$ cat src/rtl/clk_div_prog.sv
// rtl/clk_div_prog.sv - programmable clock divider with bypass, glitch-free switching and staged config
module clk_div_prog #(
  parameter int DIV_W = 8
) (
  input  logic             clk,
  input  logic             rstn,
  input  logic             en,
  input  logic             cfg_valid,
  output logic             cfg_ready,
  input  logic [DIV_W-1:0] cfg_div,
  input  logic [DIV_W-1:0] cfg_hi,
  output logic             cfg_done,
  output logic             clk_out,
  output logic             tick,
  output logic [1:0]       state
);

  typedef enum logic [1:0] {
    ST_STOP = 2'b00,
    ST_RUN  = 2'b01,
    ST_BYP  = 2'b10
  } state_e;

  localparam logic [DIV_W:0] CNT_ONE = {{DIV_W{1'b0}}, 1'b1};

  state_e           state_q;
  logic [DIV_W-1:0] d_act;
  logic [DIV_W-1:0] h_act;
  logic [DIV_W-1:0] pend_d;
  logic [DIV_W-1:0] pend_h;
  logic             pend_valid;
  logic [DIV_W:0]   cnt;
  logic             clk_div;
  logic             done_q;

  logic [DIV_W:0]   p_act;
  logic [DIV_W:0]   he_act;
  logic [DIV_W:0]   cnt_inc;
  logic             at_boundary;
  logic             apply;
  logic             accept;
  logic [DIV_W-1:0] d_next;

  // Effective high time: the requested H when it fits strictly inside the period, else half the period.
  function automatic logic [DIV_W:0] calc_he(input logic [DIV_W-1:0] d, input logic [DIV_W-1:0] h);
    logic [DIV_W:0] p;
    p = {1'b0, d} + CNT_ONE;
    if ((h != '0) && ({1'b0, h} < p)) begin
      return {1'b0, h};
    end
    return p >> 1;
  endfunction

  // Period and high time of the active configuration, plus the apply/accept decisions.
  always_comb begin
    p_act       = {1'b0, d_act} + CNT_ONE;
    he_act      = calc_he(d_act, h_act);
    cnt_inc     = cnt + CNT_ONE;
    at_boundary = (cnt == p_act);
    apply       = pend_valid && ((state_q != ST_RUN) || at_boundary);
    accept      = cfg_valid && !pend_valid;
    d_next      = apply ? pend_d : d_act;
  end

  // Main FSM: config staging, period counter and registered divided clock.
  always_ff @(posedge clk or negedge rstn) begin
    if (!rstn) begin
      state_q    <= ST_STOP;
      d_act      <= '0;
      h_act      <= '0;
      pend_d     <= '0;
      pend_h     <= '0;
      pend_valid <= 1'b0;
      cnt        <= CNT_ONE;
      clk_div    <= 1'b0;
      done_q     <= 1'b0;
    end else begin
      done_q <= apply;
      if (apply) begin
        d_act      <= pend_d;
        h_act      <= pend_h;
        pend_valid <= 1'b0;
      end else if (accept) begin
        pend_d     <= cfg_div;
        pend_h     <= cfg_hi;
        pend_valid <= 1'b1;
      end

      case (state_q)
        ST_STOP: begin
          cnt     <= CNT_ONE;
          clk_div <= 1'b0;
          if (en) begin
            if (d_next != '0) begin
              state_q <= ST_RUN;
              clk_div <= 1'b1;
            end else begin
              state_q <= ST_BYP;
            end
          end
        end
        ST_RUN: begin
          if (at_boundary) begin
            // clk_div is low here (He < P), so leaving RUN cannot cut a high phase short.
            cnt <= CNT_ONE;
            if (!en) begin
              state_q <= ST_STOP;
              clk_div <= 1'b0;
            end else if (d_next == '0) begin
              state_q <= ST_BYP;
              clk_div <= 1'b0;
            end else begin
              clk_div <= 1'b1;
            end
          end else begin
            cnt     <= cnt_inc;
            clk_div <= (cnt_inc <= he_act);
          end
        end
        ST_BYP: begin
          cnt     <= CNT_ONE;
          clk_div <= 1'b0;
          if (!en) begin
            state_q <= ST_STOP;
          end else if (d_next != '0) begin
            // Enter RUN with clk_div rising together with clk.
            state_q <= ST_RUN;
            clk_div <= 1'b1;
          end
        end
        default: begin
          state_q <= ST_STOP;
          cnt     <= CNT_ONE;
          clk_div <= 1'b0;
        end
      endcase
    end
  end

  assign cfg_ready = !pend_valid;
  assign cfg_done  = done_q;
  assign state     = state_q;
  assign tick      = (state_q == ST_BYP) || ((state_q == ST_RUN) && (cnt == CNT_ONE));
  assign clk_out   = (state_q == ST_BYP) ? clk : ((state_q == ST_RUN) ? clk_div : 1'b0);

endmodule

$ cat config.mk
export PLATFORM = sky130hd
export DESIGN_NAME = clk_div_prog
export DESIGN_NICKNAME = d
export VERILOG_FILES = /design/src/rtl/clk_div_prog.sv
export SDC_FILE = /design/constraint.sdc
export NUM_CORES = 1
export LEC_CHECK = 0
export BUFFER_PORTS_ARGS = -buffer_cell sky130_fd_sc_hd__buf_2
export CORE_ASPECT_RATIO = 0.5
export CORE_UTILIZATION = 30
export CTS_CLUSTER_DIAMETER = 60
export DETAILED_ROUTE_END_ITERATION = 6
export PLACE_DENSITY_LB_ADDON = 0.12
export REMOVE_ABC_BUFFERS = 1
export SYNTH_ARGS = -nofsm -noshare
export SYNTH_HDL_FRONTEND = slang
export SYNTH_SLANG_ARGS = --single-unit
$ cat constraint.sdc
create_clock -name clk -period 4.2 [get_ports clk]
set_input_delay 0.42 -clock clk [delete_from_list [all_inputs] [get_ports clk]]
set_output_delay 0.42 -clock clk [all_outputs]
set_load 0.01 [all_outputs]
# [Word-level counts from Yosys, hierarchy flattened]
# Cells that the tools add are included.
[classes] add_sub_neg=2 n_lt_le_gt_ge=2 eq_ne=9 n_mux=24 bitwise=1 n_reduce_logical=15
[op_table] cell="2-to-1 mux 9 bit" count=4
[op_table] cell="nonzero test 8 bit" count=2
[op_table] cell="2-to-1 mux 2 bit" count=7
[op_table] cell="2-to-1 mux 1 bit" count=10
[op_table] cell="adder 8 x 1 -> 9 bit (second input constant)" count=1
[op_table] cell="adder 9 x 1 -> 9 bit (second input constant)" count=1
[op_table] cell="equality test 9 x 1 -> 1 bit (second input constant)" count=1
[op_table] cell="equality test 9 bit" count=1
[op_table] cell="<= comparator 9 bit" count=1
[op_table] cell="less-than comparator 8 x 9 -> 1 bit" count=1
[op_table] cell="zero test 8 bit" count=1
[op_table] cell="2-to-1 mux 8 bit" count=1
[op_table] cell="inequality test 3 bit (second input constant)" count=2
[op_table] cell="one-hot mux 2 bit (3 select lines)" count=1
[op_table] cell="logical AND 1 bit" count=4
[op_table] cell="inequality test 2 bit (second input constant)" count=2
[op_table] cell="AND reduction 4 bit" count=1
[op_table] cell="equality test 2 x 1 -> 1 bit (second input constant)" count=1
[op_table] cell="equality test 2 bit (second input constant)" count=1
[op_table] cell="zero test 2 bit" count=1
[op_table] cell="logical OR 1 bit" count=2
[op_table] cell="inequality test 2 x 1 -> 1 bit (second input constant)" count=1
[op_table] cell="one-hot mux 1 bit (2 select lines)" count=1
[op_table] cell="AND reduction 2 bit" count=1
[op_table] cell="other kinds (4)" count=4
[word_totals] regBits=46 in_bits=20 output_inout_bits=6 wordCells=62

# [Logic depth before layout (Yosys ltp)]
[depth] depth_word=10 ltp_mapped=19 depth_no_buf=18

==> flow_summary.rst <==
.. list-table::
   :header-rows: 1

   * - Metric
     - Value
   * - Minimum clock period
     - 4.04 ns
   * - Worst-path fanout max
     - 4
   * - Synth Area per Inst
     - 11.6 sq um
   * - Post-placement cell count
     - 382
   * - Maximum resistive drop on vdd
     - 0.236 mV
   * - Core area
     - 0.00874 sq mm
   * - Share of the synthesized area in the top cell type
     - 41.4%
   * - Clock transition at path regs
     - 0.06 ns
   * - CP dominant cell by count
     - buf_4
   * - Cell types with the largest area share after synthesis
     - dfrtp_1 (41%), mux2_2 (11%), ha_1 (7.4%)
   * - Most frequent standard cell in the layout excluding fill and tap cells
     - dfrtp_1
   * - Share of the clock period used by the worst path
     - 96.3%
   * - Top cell type by total area after synthesis
     - dfrtp_1
   * - First DRT Iteration DRCs
     - 131
   * - DR DRC count
     - 0
   * - F_max
     - 247 MHz
   * - Total congestion overflow after global routing
     - 0
   * - Wire length reported by the detailed router
     - 6300 microns
   * - RR Endpoint
     - clk_div
   * - Delay-heaviest family, CP
     - compound AO/OA/AOI/OAI gates
   * - Port-buffer cells
     - 25
   * - Max-Slew Margin vs Limit
     - 32.2%
   * - Die X-Extent
     - 137 microns
   * - Drt pass-1 iters
     - 4
   * - Post-route clock skew
     - 0.00306 ns
   * - Worst R2R Setup Slack
     - 0.16 ns
   * - Pwr dens
     - 916 mW/mm^2
   * - Global-route wire length before repair
     - 10500 microns
   * - Hold-fix buffers at CTS
     - 0
   * - Synth async-reset ratio
     - 100%
   * - Pre-CTS setup slack
     - -0.137 ns
   * - Insertion delay to the later sink of the worst-skew pair
     - 0.40 ns
   * - Chip height
     - 69.3 microns
   * - Die footprint
     - 0.00947 sq mm
   * - Slowest stage cell on the critical path
     - dfrtp_1
   * - Number of enable flip-flop cells after synthesis
     - 0
   * - Maximum number of pins on one net before global-route repair
     - 47
   * - Post-Place Cell Area
     - 0.00304 sq mm
   * - Number of nets in the finished design
     - 319
   * - Startpoint class of the critical path
     - register
   * - Final Util
     - 39.4%
   * - R2r worst-path depth
     - 21
   * - Path class of the lowest-slack min-delay path
     - input pin to asynchronous set/reset pin
   * - Crit path buffers/inverters
     - 5
   * - Final non-filler cell total
     - 401
   * - Crit path capture type
     - register
   * - Via count of the routed design
     - 1961
   * - Number of global-route vias before repair
     - 1951
   * - Cell breakdown of the critical path
     - ha_4, xnor2_2, ha_1, a21oi_1, nand2_1, a2111oi_4, a2111oi_4, o32ai_2, buf_4, buf_4, buf_4, buf_4, a22o_1, ha_1, inv_1, a21oi_1, nor2_1, a2111oi_2, a21oi_1, o32a_1, o22ai_1
   * - Mapped Area
     - 0.00272 sq mm
   * - Commonest non-fill, non-tap cells in the layout
     - dfrtp_1 (45), mux2_2 (26), buf_2 (25), buf_4 (24)
   * - TritonCTS clock tree
     - built
   * - Post-synthesis sequential area ratio
     - 42.4%
   * - Count of boundary I/O pins
     - 26
   * - Max cap viols
     - 0
   * - Slew at the pin closest to its max-slew limit
     - 1.02 ns
   * - Routed vias/inst
     - 4.89
   * - Reg-to-reg startpoint
     - d_act[0]
   * - Worst setup path class
     - register to register
   * - Leakage dissipation
     - 0.00159 uW
   * - Detailed-placement wirelength estimate
     - 4690 microns
   * - Setup violators final
     - 0
   * - Post-route ant nets
     - 0
   * - Number of antenna cells inserted
     - 0
   * - Global-route usage over all layers
     - 14.8%
   * - Antenna violations before repair
     - 0
   * - Number of hold violations in the final report
     - 0
   * - Data required time of the critical path
     - 4.52 ns
   * - Worst path setup slack after routing
     - 0.155 ns
   * - Count of pins over their slew limit
     - 0
   * - Worst endpoint data arrival time
     - 4.36 ns
   * - Mean routed wirelength per cell
     - 15.7 microns
   * - Outcome
     - complete, no violations
   * - Area growth, synth to finish
     - 26.6%
   * - Yosys reg bits
     - 46
   * - Fraction of layout cells with a size suffix above 1
     - 37.3%
   * - Top flip-flop cell by instance count after synthesis
     - dfrtp_1
   * - Final std cell area, no fill
     - 0.00344 sq mm
   * - Synthesized instance count
     - 234
   * - Number of different library cells in the post-synthesis netlist
     - 40
   * - Routability-driven placement congestion ratio
     - 0.813
   * - CP max stage delay
     - 0.43 ns
   * - Row Count
     - 24
   * - Yosys warnings
     - 0
   * - Initial standard-cell utilization of the core
     - 31.1%
-- power by group --
| group | switching (uW) | internal (uW) | leakage [uW] | total [uW] |
|---|---|---|---|---|
| Combinational | 736 | 941 | 0.000913 | 1680 |
| Clock | 188 | 409 | 0.000120 | 596 |
| Sequential | 227 | 648 | 0.000556 | 876 |
| Total | 1150 | 2000 | 0.00159 | 3150 |
-- metal layers --
metal / global-route usage [%] / up-vias / share of wire [%]
li1: - / 953 / -
met1: 22.3 / 959 / 53
met2: 19.6 / 39 / 41
met3: 4.31 / 10 / 4.6
met4: 5.43 / 0 / 1.4
met5: 0 / - / 0
-- cell families (layout without fill, tap and decap cells) --
group | after synthesis | after routing | synth area share [%]
multiplexers | 38 | 38 | 16.7
AO/OA/AOI/OAI | 28 | 28 | 7.55
flip-flops | 46 | 46 | 42.4
AND/OR/NAND/NOR | 61 | 61 | 11.6
XOR/XNOR | 21 | 21 | 9.81
adder cells (fa/ha/maj) | 16 | 16 | 7.37
buffers and inverters | 24 | 74 | 4.56
-- cell type report --
class | instances | area, sq um
Clock inverter | 2 | 37.5
Timing Repair Buffer | 48 | 300
Tap cell | 117 | 146
Fill cell | 846 | 5300
Clock buffer | 10 | 209
Inverter | 14 | 52.6
Multi-Input combinational cell | 164 | 1540
Sequential cell | 46 | 1150
-- timing repair --
action                     4_1_cts  5_1_grt
setup buffers                    5        3
gates resized for setup          5       13
pin swaps                        1        6
setup endpoints to repair        1        1
-- cell usage after synthesis (2+ instances only) --
| cell type | instances |
|---|---|
| a2111oi_0 | 3 |
| a21oi_1 | 5 |
| a22o_1 | 2 |
| and3_1 | 6 |
| buf_2 | 2 |
| buf_4 | 2 |
| clkbuf_1 | 4 |
| dfrtp_1 | 45 |
| ha_1 | 16 |
| inv_1 | 14 |
| mux2_2 | 26 |
| mux2_4 | 8 |
| mux2i_1 | 4 |
| nand2_1 | 9 |
| nand3_1 | 12 |
| nand4_1 | 7 |
| nor2_1 | 12 |
| nor2b_1 | 5 |
| nor4_1 | 5 |
| o21a_1 | 2 |
| o21ai_0 | 4 |
| o22ai_1 | 3 |
| or4_1 | 3 |
| xnor2_1 | 10 |
| xnor3_1 | 6 |
| xor2_1 | 5 |
-- registers in the layout (all words and copies together), names as in the netlist --
name and count:
pend_valid 1, cnt 9, pend_h 8, state 2
d_act 8, h_act 8, clk_div 1, pend_d 8
cfg_done 1
-- how the worst max path moves through the flow --
stage               cells past startpoint  slack (ns)     start      end
CTS                                    17        0.03  d_act[0]  clk_div
finish                                 21        0.16  d_act[0]  clk_div
detailed placement                     17       -0.14  d_act[0]  clk_div
global route                           21       -0.05  d_act[0]  clk_div
global placement                       17       -0.06  d_act[0]  clk_div
floorplan                              17        0.25  d_act[0]  clk_div
-- stage by stage --
stage,setup TNS (ns),total power (uW),hold slack [ns]
global placement,-0.0634,2270,0.484
global route,-0.0495,3400,0.237
CTS,0,3040,0.236
finish,0,3150,0.184
detailed placement,-0.137,2320,0.493
floorplan,0,1880,0.124
-- worst register-to-register path, stage by stage, from the launching register on --
cell and delay, ns:
dfrtp_1 0.43, ha_4 0.20, xnor2_2 0.14, ha_1 0.30, a21oi_1 0.13, nand2_1 0.13
a2111oi_4 0.39, a2111oi_4 0.11, o32ai_2 0.39, buf_4 0.18, buf_4 0.09, buf_4 0.09
buf_4 0.09, a22o_1 0.15, ha_1 0.14, inv_1 0.04, a21oi_1 0.14, nor2_1 0.06
a2111oi_2 0.21, a21oi_1 0.13, o32a_1 0.35, o22ai_1 0.12
(Power assumes the default switching activity.)
